File: config.mk
export PLATFORM = sky130hd
export DESIGN_NAME = nibble_serial_subtractor_8bit
export DESIGN_NICKNAME = d
export VERILOG_FILES = /design/src/rtl/nibble_serial_subtractor_8bit.sv
export SDC_FILE = /design/constraint.sdc
export NUM_CORES = 1
export LEC_CHECK = 0
export CAP_MARGIN = 20
export CORE_UTILIZATION = 49
export DETAILED_ROUTE_END_ITERATION = 8
export GPL_ROUTABILITY_DRIVEN = 0
export GPL_TIMING_DRIVEN = 0
export PLACE_DENSITY = 0.78
export SYNTH_ARGS = -nofsm -noshare
export SYNTH_HDL_FRONTEND = slang
export SYNTH_SLANG_ARGS = --single-unit
File: constraint.sdc
create_clock -name clk -period 3.92 [get_ports clk]
set_input_delay 0.784 -clock clk [delete_from_list [all_inputs] [get_ports clk]]
set_output_delay 0.784 -clock clk [all_outputs]
set_load 0.01 [all_outputs]
File: src/rtl/nibble_serial_subtractor_8bit.sv
// nibble_serial_subtractor_8bit: multi-cycle 8-bit a - b - bin using one shared
// 4-bit subtract datapath, low nibble first, then high nibble with chained borrow.
// Valid/ready handshakes on both the operand and result sides.
// Optional build macro SUB_SATURATE_EN: on signed overflow, diff saturates to
// 0x7F (a[7]=0) or 0x80 (a[7]=1); bout and ovf still report the raw result.
module nibble_serial_subtractor_8bit (
  input  logic       clk,
  input  logic       rst,
  input  logic       in_valid,
  output logic       in_ready,
  input  logic [7:0] a,
  input  logic [7:0] b,
  input  logic       bin,
  output logic       out_valid,
  input  logic       out_ready,
  output logic [7:0] diff,
  output logic       bout,
  output logic       ovf
);

  localparam logic [1:0] StIdle = 2'd0;
  localparam logic [1:0] StLo   = 2'd1;
  localparam logic [1:0] StHi   = 2'd2;
  localparam logic [1:0] StDone = 2'd3;

  logic [1:0] state_q, state_d;
  logic [7:0] a_q, b_q;
  logic       bin_q;
  logic       br_q;
  logic [7:0] diff_q;
  logic       bout_q;
  logic       ovf_q;

  logic [3:0] op_a, op_b;
  logic       op_bin;
  logic [4:0] sub;
  logic       ovf_raw;
  logic [7:0] hi_diff;

  // Shared nibble datapath: operand select follows the current pass.
  always_comb begin
    op_a   = a_q[3:0];
    op_b   = b_q[3:0];
    op_bin = bin_q;
    if (state_q == StHi) begin
      op_a   = a_q[7:4];
      op_b   = b_q[7:4];
      op_bin = br_q;
    end
    // Bit 4 of the 5-bit difference is the borrow out of this nibble.
    sub = {1'b0, op_a} - {1'b0, op_b} - {4'b0000, op_bin};
  end

  // High-pass result assembly, overflow detect and optional saturation.
  always_comb begin
    // Sign of the raw result is the top bit of the high-nibble difference.
    ovf_raw = (a_q[7] != b_q[7]) && (sub[3] != a_q[7]);
    hi_diff = {sub[3:0], diff_q[3:0]};
`ifdef SUB_SATURATE_EN
    if (ovf_raw) begin
      hi_diff = a_q[7] ? 8'h80 : 8'h7F;
    end
`endif
  end

  // Next-state logic for the IDLE -> LO -> HI -> DONE sequence.
  always_comb begin
    state_d = state_q;
    case (state_q)
      StIdle:  if (in_valid) state_d = StLo;
      StLo:    state_d = StHi;
      StHi:    state_d = StDone;
      StDone:  if (out_ready) state_d = StIdle;
      default: state_d = StIdle;
    endcase
  end

  // State, operand capture and per-pass result registers.
  always_ff @(posedge clk or posedge rst) begin
    if (rst) begin
      state_q <= StIdle;
      a_q     <= 8'h00;
      b_q     <= 8'h00;
      bin_q   <= 1'b0;
      br_q    <= 1'b0;
      diff_q  <= 8'h00;
      bout_q  <= 1'b0;
      ovf_q   <= 1'b0;
    end else begin
      state_q <= state_d;
      case (state_q)
        StIdle: begin
          if (in_valid) begin
            a_q   <= a;
            b_q   <= b;
            bin_q <= bin;
          end
        end
        StLo: begin
          diff_q[3:0] <= sub[3:0];
          br_q        <= sub[4];
        end
        StHi: begin
          diff_q <= hi_diff;
          bout_q <= sub[4];
          ovf_q  <= ovf_raw;
        end
        default: ;
      endcase
    end
  end

  assign in_ready  = (state_q == StIdle);
  assign out_valid = (state_q == StDone);
  assign diff      = diff_q;
  assign bout      = bout_q;
  assign ovf       = ovf_q;

endmodule

Yosys cells after proc, flatten, opt, wreduce, memory -nomap -nowiden
Cells that the tools add are included.
{ "classes": {"eq_ne": 7, "mux": 6, "n_reduce_logical": 4, "n_mul": 0, "order_cmp": 0, "div_mod_pow": 0, "n_shift": 0, "bitwise": 0, "n_addsub": 2} }
{ "ops": {"columns": ["op", "count"], "rows": [
  ["4-bit two-way mux", 2],
  ["2-bit case mux with 4 select lines", 1],
  ["4-bit by 4-bit subtractor with 5-bit output", 1],
  ["5-bit by 1-bit subtractor with 5-bit output", 1],
  ["2-bit equality test, second input constant", 2],
  ["2-bit two-way mux", 2],
  ["2-bit AND reduction", 2],
  ["2-bit by 1-bit equality test with 1-bit output, second input constant", 1],
  ["2-bit logical NOT", 1],
  ["1-bit != test", 2],
  ["2-bit by 1-bit != test with 1-bit output, second input constant", 1],
  ["2-bit != test, second input constant", 1],
  ["1-bit logical AND", 1],
  ["1-bit two-way mux", 1]
]} }
{ "word_totals": {"word_cells": 28, "n_memories": 0, "latch_bits": 0, "ramBits": 0, "regBits": 30, "output_inout_bits": 12, "mem_bits_ro": 0} }

Depth between registers and ports, before layout
Gate-level depths: netlist (run 1).
{ "logic_depth": {"depth_word": 6, "ltp_mapped": 12} }

Worst setup path after synthesis (run 1)
No wires, ideal clock.
{ "synth_timing": {"path_kind": "register -> register", "startpoint": "reg state_q[0]", "endpoint": "reg diff_q[7], in the netlist diff[7]", "period_less_slack_ns": 2.903, "path_buffers": 2, "setup_slack_ns": 1.017, "path_stages_with_launch": 12, "t_required_ns": 3.795, "setup_ns": 0.125, "arrival_time_ns": 2.778, "cell_sequence": "dfrtp_1 > inv_1 > ha_1 > clkbuf_1 > buf_2 > o21ai_0 > ha_1 > inv_1 > ha_1 > or3_1 > and3_4 > mux2_4"} }
{ "synth_via": {"elab_chain_cells": 4, "elab_cells_between_ends": 6} }
{ "synth_lines": {"columns": ["item", "line_no", "text"], "rows": [
  ["from (decl)", "26", "logic [1:0] state_q, state_d;"],
  ["from (signal assigned)", "81", "state_q <= StIdle;"],
  ["from (signal assigned)", "90", "state_q <= state_d;"],
  ["2-bit equality test (*)", "45, 91", null],
  ["4-bit two-way mux", "45", "if (state_q == StHi) begin"],
  ["4-bit by 4-bit subtractor with 5-bit output", "51", "sub = {1'b0, op_a} - {1'b0, op_b} - {4'b0000, op_bin};"],
  ["5-bit by 1-bit subtractor with 5-bit output", "51", null],
  ["to (signal assigned)", "104", "diff_q <= hi_diff;"],
  ["to (decl)", "30", "logic [7:0] diff_q;"]
]} }
Every way passes the cells marked *; elsewhere a longest branch is shown, timed or not.
A chain may end at the register's enable or synchronous reset.

Worst setup path after layout (run 1)
{ "layout_timing": {"startpoint": "reg state_q[0]", "endpoint": "reg diff_q[3], in the netlist diff[3]"} }
{ "layout_via": {"elab_chain_cells": 4, "elab_cells_between_ends": 7} }
{ "layout_lines": {"columns": ["item", "line_no", "text"], "rows": [
  ["2-bit equality test", "45", null],
  ["4-bit two-way mux", "45", null],
  ["4-bit by 4-bit subtractor with 5-bit output", "51", null],
  ["5-bit by 1-bit subtractor with 5-bit output", "51", null],
  ["to (signal assigned)", "100", "diff_q[3:0] <= sub[3:0];"],
  ["to (signal assigned)", "104", null]
]} }
Parallel ways exist; a longest one is shown, timed or not.

==> impl_metrics.toml, run 1 <==
[route]
drt-total-wl_um = 2659
via_per_inst = 5.271
drtIter0Drc = 31
drtAntennaViolNets = 0
drt_pre_antenna_iters = 6
wire_per_inst_um = 14.14
drc = 5
vias = 991

[placed_design]
dp.cells = 179
port_buffers = 32
place_area_um2 = 1833
hpwlAfterDp_um = 2013
place_worst_setup_slack_ns = 0.6043

[pwr]
power_mw = 1.935
peakVddDrop_uv = 549.4
power_leakage_nw = 0.8542
pwr_density_cell_nw_per_um2 = 1007

[critical_path]
critPathCaptureType = "flop"
arrival_ns = 3.55
crit_type = "reg -> reg"
crit_required_ns = 4.14
slowest_stage = "clkbuf_1"
crit_fanout = 10
critPathMaxStageDelay_ns = 0.47
worstPathCellList = "inv_1, ha_1, clkbuf_1, buf_2, o21ai_0, ha_1, inv_1, ha_1, or3_1, and3_4, mux2_4"
start_kind = "flop"
path_common_cell = "ha_1"

[cts]
cts.sinks = 30
cts_tree = "built"
clkTransAtPathRegs_ns = 0.09
cts_root_buf = "clkbuf_4"
postCtsHoldBufs = 0
cts_buffers = 5
clockBufferDepth = 2
clkLatencyLatePin_ns = 0.33
post-cts-setup-buffers = 0
cts_max_level = 2
cts_resized = 0

[yosys]
syn_area_um2 = 1474
ys_ff_latch = 30
syn_avg_cell_area_um2 = 12.71
synth_cell_types = 23
syn_inst = 116
yosysWarnings = 0
synth_nets = 147
synth.yosys.seq_area_share_pct = 50.93

[flow_run]
drv_cap = 0

[layout]
antenna_cells = 0
final_cells = 188
layout.nets = 187
final_area_um2 = 1921
fin_util_pct = 68.47
final_cell_mix = "clkdlybuf4s50_1, dfrtp_1, mux2_2"
drive_gt1_share_pct = 22.93
final_common_cell = "clkdlybuf4s50_1"
area_delta_synth_final_pct = 30.31

[global_routing]
grt_max_degree = 31
antenna_found_initial = 0
grt_overflow_total = 0
grt_use_total_pct = 19.45
first_global_vias = 1032
grt_pass1_wl_um = 4609

[sta]
drv_slew = 0
max_freq_ghz = 0.2998
post-route-min-period_ns = 3.336
setup_viol = 0
slew_headroom_pct = 58.28
final_hold_viol_count = 0
whs_ns = 0.5096
tns_ns = 0
rsz0062_at_grt = "no"
worst_slack_ns = 0.5840
max_slew.worst_pin.slew_ns = 0.6252
post-route-period-util_pct = 85.10
clock_skew_ns = 0.009846

[die]
die_w_um = 56.85
core-area_um2 = 2805
die_y_um = 56.85
rows = 19
fp.dieArea_um2 = 3231
floorplan.initialDensity_pct = 52.54
io_pins = 33

[outcome]
violations = "DRC"
status = "complete, but fails checks"

[min_path]
hold_path.class = "reg -> reg"
## layout make-up
type,count,area (um^2)
fill,226,884.6
timing repair buffer,33,347.8
multi-input combinational,73,671.9
inverter,9,33.78
sequential,30,750.7
tap,31,38.79
buffer,4,17.52
clock inverter,1,5.005
clock buffer,7,55.05
## state kept, by name, indices dropped and copies added, names as in the netlist
register,cells
a_q,8
b_q,8
diff,8
state_q,2
bin_q,1
bout,1
br_q,1
ovf,1
## cells in the mapped netlist, drive strengths merged
master	number	share of area (%)
nand2	3	0.76
buf	2	0.68
nor2b	2	0.85
mux2	25	20
and3	1	0.76
clkbuf	2	0.51
o32a	1	0.68
a21oi	7	2.4
fa	2	2.7
ha	8	6.8
mux2i	6	4.1
or3	1	0.42
nand3	1	0.34
nand3b	1	0.51
o21ai	3	1.0
xnor2	2	1.2
inv	9	2.3
nor2	7	1.8
dfrtp	30	51
nand2b	2	0.85
a41oi	1	0.59
## per-layer routing
layer	track usage [%]	part of all wire [%]
met2	34.52	51
met1	22.10	42
met3	4.839	6.1
met5	0	0
met4	8.362	1.2
## cell families after synthesis
| kind of cell | count (synthesis) | synth area share [%] |
|---|---|---|
| AND/OR/NAND/NOR | 18 | 6.282 |
| buffers and inverters | 13 | 3.481 |
| AO/OA/AOI/OAI | 12 | 4.669 |
| adder cells (fa/ha/maj) | 10 | 9.508 |
| multiplexers | 31 | 23.94 |
| XOR/XNOR | 2 | 1.189 |
| flip-flops | 30 | 50.93 |
## power by group
group          total, mW  switching, mW  internal [mW]
registers          0.562         0.0864          0.476
clock network      0.188          0.102         0.0868
logic               1.18          0.548          0.636
total               1.93          0.736           1.20
## worst max-delay path: cells and delay by family (launching register included)
family	cells	cell delay [ns]
buffers and inverters	4	0.99
adders and majority gates	3	0.83
AOI/OAI and AO/OA	1	0.15
muxes	1	0.25
DFF	1	0.42
and+or+nand+nor	2	0.59
## path summary, 6_finish.rpt
path                                  from       to  slack (ns)  cells after the start
worst max-delay path            state_q[0]  diff[3]        0.58                     11
worst min-delay path                a_q[1]   a_q[1]        0.51                      1
worst max register to register  state_q[0]  diff[3]        0.58                     11
worst min register to register      a_q[1]   a_q[1]        0.51                      1
max in group asynchronous              rst   a_q[1]        2.60                      3
min in group asynchronous              rst    bin_q        0.82                      2
No activity file was read; power rests on OpenSTA's default activity.
==> run 2, diff against run 1 <==
- clock period: 3.92 -> 3.1 ns (I/O delays scaled with it)
==> run 2 against run 1 <==
The flow still finishes with violations (DRC). Flip-flop and latch count unchanged. Worst setup slack worse by 0.35 ns. Critical path depth increased by 1. Design area grew 0.52%. Routed wire length grew 0.56%. Worst hold slack barely moved. Sequential share of layout area decreased by 0.20 points. Via count decreased by 0.10%. Clock power increased by 27%. Sequential power increased by 27%. Largest cell class unchanged.
==> impl_metrics.toml, run 2 (synthesized netlist as in run 1, its figures left out) <==
[outcome]
status = "complete, but fails checks"
violations = "DRC"

[die]
die_y_um = 56.85
die_w_um = 56.85
io_pins = 33
floorplan.initialDensity_pct = 52.54
core-area_um2 = 2805
fp.dieArea_um2 = 3231
rows = 19

[cts]
clkLatencyLatePin_ns = 0.33
cts_buffers = 5
cts_tree = "built"
post-cts-setup-buffers = 0
cts.sinks = 30
cts_max_level = 2
clkTransAtPathRegs_ns = 0.09
postCtsHoldBufs = 0
clockBufferDepth = 2
cts_root_buf = "clkbuf_4"

[placed_design]
place_worst_setup_slack_ns = -0.2157
port_buffers = 32
place_area_um2 = 1833
hpwlAfterDp_um = 2013

[critical_path]
critPathMaxStageDelay_ns = 0.42
crit_required_ns = 3.32
critPathCaptureType = "flop"
reg2regPathDepth = 12
slowest_stage = "dfrtp_1"
crit_fanout = 10
crit_type = "reg -> reg"
arrival_ns = 3.08
worstPathCellList = "inv_1, ha_1, buf_4, buf_6, mux2i_1, fa_1, inv_1, ha_1, nand2b_1, or3_1, and3_4, mux2_4"
start_kind = "flop"

[pwr]
power_leakage_nw = 0.8595
pwr_density_cell_nw_per_um2 = 1275
peakVddDrop_uv = 652.3

[sta]
max_slew.worst_pin.slew_ns = 0.6270
clock_skew_ns = 0.01013
setup_viol = 0
post-route-min-period_ns = 2.866
worst_slack_ns = 0.2344
max_freq_ghz = 0.3490
slew_headroom_pct = 58.15
final_hold_viol_count = 0
rsz0062_at_grt = "no"
post-route-period-util_pct = 92.44
drv_slew = 0

[layout]
layout.nets = 187
fin_util_pct = 68.82
drive_gt1_share_pct = 23.57
final_cell_mix = "clkdlybuf4s50_1, dfrtp_1, mux2_2"
area_delta_synth_final_pct = 30.98
antenna_cells = 0
final_area_um2 = 1931
final_common_cell = "clkdlybuf4s50_1"

[global_routing]
grt_pass1_wl_um = 4623
busiest_layer = "met2"
grt_use_met2_pct = 34.18
grt_util_met1_pct = 22.71
antenna_found_initial = 0
grt_overflow_total = 0
grt_max_degree = 31
met3_usage_pct = 4.839
first_global_vias = 1027
grt_use_total_pct = 19.54

[route]
via_per_inst = 5.266
drt-total-wl_um = 2674
drc = 5
wire_per_inst_um = 14.22
drt_pre_antenna_iters = 6
drtIter0Drc = 25
drtAntennaViolNets = 0
vias = 990

[min_path]
hold_path.class = "reg -> reg"
min_path_cells = 1

[flow_run]
drv_cap = 0
[run 2: changes by cell type in the layout (fill, tap and decap cells not counted), sizes merged]
cell | before | now
clkbuf | 9 | 8
buf | 3 | 4
[run 2: repair_timing]
action,4_1_cts,5_1_grt
endpoints found under the hold margin,0,0
gates cloned,0,0
gates resized for setup,2,4
setup endpoints to repair,5,3
[run 2: critical path, delay by kind of cell, from the launching register on]
kind                       cells  cell delay [ns]
DFF                            1             0.42
muxes                          2             0.47
adders and majority gates      3             0.57
and+or+nand+nor                3             0.73
buffers and inverters          4             0.57
[run 2: per-layer routing]
| layer | part of all wire [%] | vias to the layer above |
|---|---|---|
| met5 | 0 | - |
| met4 | 1.2 | 0 |
| met3 | 5.7 | 4 |
| met2 | 51 | 29 |
| met1 | 42 | 483 |
| li1 | - | 474 |
[run 2: area by class of cell]
cell class              instances  area [um^2]
inverters                       9        33.78
well taps                      31        38.79
repair buffers                 33        347.8
fillers                       228        874.6
multi-input cells              73        671.9
clock buffers                   7        55.05
plain buffers                   4        27.53
flip-flops and latches         30        750.7
clock inverters                 1        5.005
[run 2: final timing paths]
| kind | from | to | slack, ns |
|---|---|---|---|
| min in group asynchronous | rst | bin_q | 0.65 |
| max | state_q[0] | diff[3] | 0.23 |
| min reg2reg | a_q[1] | a_q[1] | 0.51 |
| max reg2reg | state_q[0] | diff[3] | 0.23 |
| min | a_q[1] | a_q[1] | 0.51 |
| max in group asynchronous | rst | a_q[1] | 1.94 |
[run 2: power by group]
| part | switching [mW] | internal (mW) | total [mW] |
|---|---|---|---|
| sequential | 0.109 | 0.602 | 0.711 |
| clock | 0.129 | 0.110 | 0.239 |
| combinational | 0.693 | 0.817 | 1.51 |
[run 2: through the flow]
step | std cells | hold slack, ns | TNS (ns) | total power [mW]
after CTS | 187 | 0.5133 | 0 | 2.475
after global routing | 188 | 0.5360 | 0 | 2.676
after detailed placement | 179 | 0.4937 | -0.6180 | 2.221
after floorplan | 116 | 0.4737 | 0 | 1.787
final | 188 | 0.5097 | 0 | 2.461
after global placement | 179 | 0.4853 | -0.2584 | 2.132
==> run 3, diff against run 2 <==
--- a/config.mk
+++ b/config.mk
@@ -11,3 +11,2 @@
 export GPL_ROUTABILITY_DRIVEN = 0
-export GPL_TIMING_DRIVEN = 0
 export PLACE_DENSITY = 0.78
--- a/constraint.sdc
+++ b/constraint.sdc
@@ -3,2 +3,2 @@
 set_output_delay 0.62 -clock clk [all_outputs]
-set_load 0.01 [all_outputs]
+set_load 0.005 [all_outputs]
==> run 3 against run 2 <==
The run still ends with DRC left. Critical path type unchanged. Clock skew decreased by 0.0014 ns. Power decreased by 1.7%. Clock-buffer cell count unchanged. Fmax increased by 1.2%. Flip-flop and latch count unchanged. Global-route usage decreased by 0.35 points. Largest power group unchanged. Non-clock buffer count decreased by 2. Die area unchanged.
==> impl_metrics.toml, run 3 (synthesized netlist as in run 1, its figures left out) <==
[outcome]
status = "complete, but fails checks"
violations = "DRC"

[layout]
final_area_um2 = 1898
final_cells = 186
antenna_cells = 0
fin_util_pct = 67.66
fillers = 244
final_common_cell = "clkdlybuf4s50_1"
regArea_um2 = 750.7
final_cell_mix = "clkdlybuf4s50_1, dfrtp_1, mux2_2"
layout.nets = 185
area_delta_synth_final_pct = 28.78
drive_gt1_share_pct = 23.23
multi_input_area_um2 = 671.9

[die]
fp.dieArea_um2 = 3231
floorplan.initialDensity_pct = 52.54
rows = 19
core-area_um2 = 2805
io_pins = 33
die_w_um = 56.85
die_y_um = 56.85

[sta]
post-route-period-util_pct = 91.35
clock_skew_ns = 0.008735
rsz0062_at_grt = "no"
whs_ns = 0.5102
slew_headroom_pct = 54.53
drv_slew = 0
tns_ns = 0
max_freq_ghz = 0.3531
setup_viol = 0
max_slew.worst_pin.slew_ns = 0.6804
worst_slack_ns = 0.2680
post-route-min-period_ns = 2.832
final_hold_viol_count = 0

[pwr]
seq_power_share_pct = 29.6
switching_share_pct = 36.96
pwr_density_cell_nw_per_um2 = 1275
power.internal_mw = 1.526
power_leakage_nw = 0.8467
pwr-share-clk_pct = 10.1
peakVddDrop_uv = 681.9
p_sw_uw = 894.4
power_mw = 2.420
p_comb_share_pct = 60.3

[placed_design]
place_area_um2 = 1838
hpwlAfterDp_um = 1952
place_worst_setup_slack_ns = 0.2810
dp.cells = 178
port_buffers = 32

[route]
drc = 4
drtIter0Drc = 26
via_per_inst = 5.177
vias = 963
drt-total-wl_um = 2555
drt_pre_antenna_iters = 6
drtAntennaViolNets = 0
wire_per_inst_um = 13.74

[global_routing]
grt_use_total_pct = 19.19
grt_pass1_wl_um = 4540
first_global_vias = 1053
grt_max_degree = 31
antenna_found_initial = 0
grt_overflow_total = 0

[cts]
postCtsHoldBufs = 0
clockBufferDepth = 2
cts_max_level = 2
cts_buffers = 5
cts_resized = 0
clkLatencyLatePin_ns = 0.34
post-cts-setup-buffers = 0
cts_root_buf = "clkbuf_4"
clkTransAtPathRegs_ns = 0.09
cts.sinks = 30
cts_tree = "built"

[critical_path]
cp.depth = 10
crit_family = "adder cells"
crit_type = "reg -> reg"
arrival_ns = 3.06
crit_fanout = 12
critPathCaptureType = "flop"
crit_required_ns = 3.32
critPathMaxStageDelay_ns = 0.43
path_buf_inv = 3
reg2regPathDepth = 10
slowest_stage = "dfrtp_1"
worstPathCellList = "inv_1, ha_1, buf_4, mux2_2, ha_1, inv_1, ha_1, or3_1, and3_4, mux2_4"
reg2reg_slack_ns = 0.27
path_common_cell = "ha_1"
start_kind = "flop"

[min_path]
hold_path.class = "reg -> reg"
min_path_cells = 1

[flow_run]
drv_cap = 0
-- run 3: cell types whose count changed in the layout (fill, tap and decap cells not counted) --
cell / delta
clkbuf_1: -1
buf_4: +2
buf_6: -1
buf_16: -1
buf_2: -1
-- run 3: worst reg2reg max path, stage by stage, from the launching register on --
cell and delay [ns]:
dfrtp_1 0.43, inv_1 0.09, ha_1 0.28, buf_4 0.25, mux2_2 0.36, ha_1 0.19
inv_1 0.05, ha_1 0.26, or3_1 0.40, and3_4 0.17, mux2_4 0.25
-- run 3: layer usage --
metal | wire length [um] | part of all wire, % | GRT usage (%) | vias up
met5 | 0 | 0 | 0 | -
met4 | 50 | 2.0 | 8.362 | 0
met3 | 129 | 5.0 | 6.912 | 7
met2 | 1341 | 52 | 34.69 | 22
met1 | 1034 | 40 | 19.79 | 461
li1 | - | - | - | 473
-- run 3: final timing paths --
kind | from | to
min reg2reg | b_q[5] | b_q[5]
max reg2reg | state_q[0] | diff[7]
min | b_q[5] | b_q[5]
max | state_q[0] | diff[7]
min in group asynchronous | rst | diff[4]
max in group asynchronous | rst | a_q[7]
-- run 3: power by group through the flow --
| stage | Clock (mW) | Sequential [mW] | Combinational (mW) |
|---|---|---|---|
| 6_report | 0.244 | 0.716 | 1.46 |
| 5_1_grt | 0.272 | 0.744 | 1.61 |
| 4_1_cts | 0.253 | 0.719 | 1.48 |
| 3_5_place_dp | 0 | 0.727 | 1.47 |
| 3_3_place_gp | 0 | 0.717 | 1.39 |
| 2_1_floorplan | 0 | 0.697 | 1.06 |
-- run 3: layout make-up --
class | count | area share, %
sequential | 30 | 39.55
multi-input combinational | 73 | 35.40
timing repair buffer | 35 | 18.06
clock buffer | 7 | 2.900
tap | 31 | 2.044
inverter | 9 | 1.780
clock inverter | 1 | 0.2637
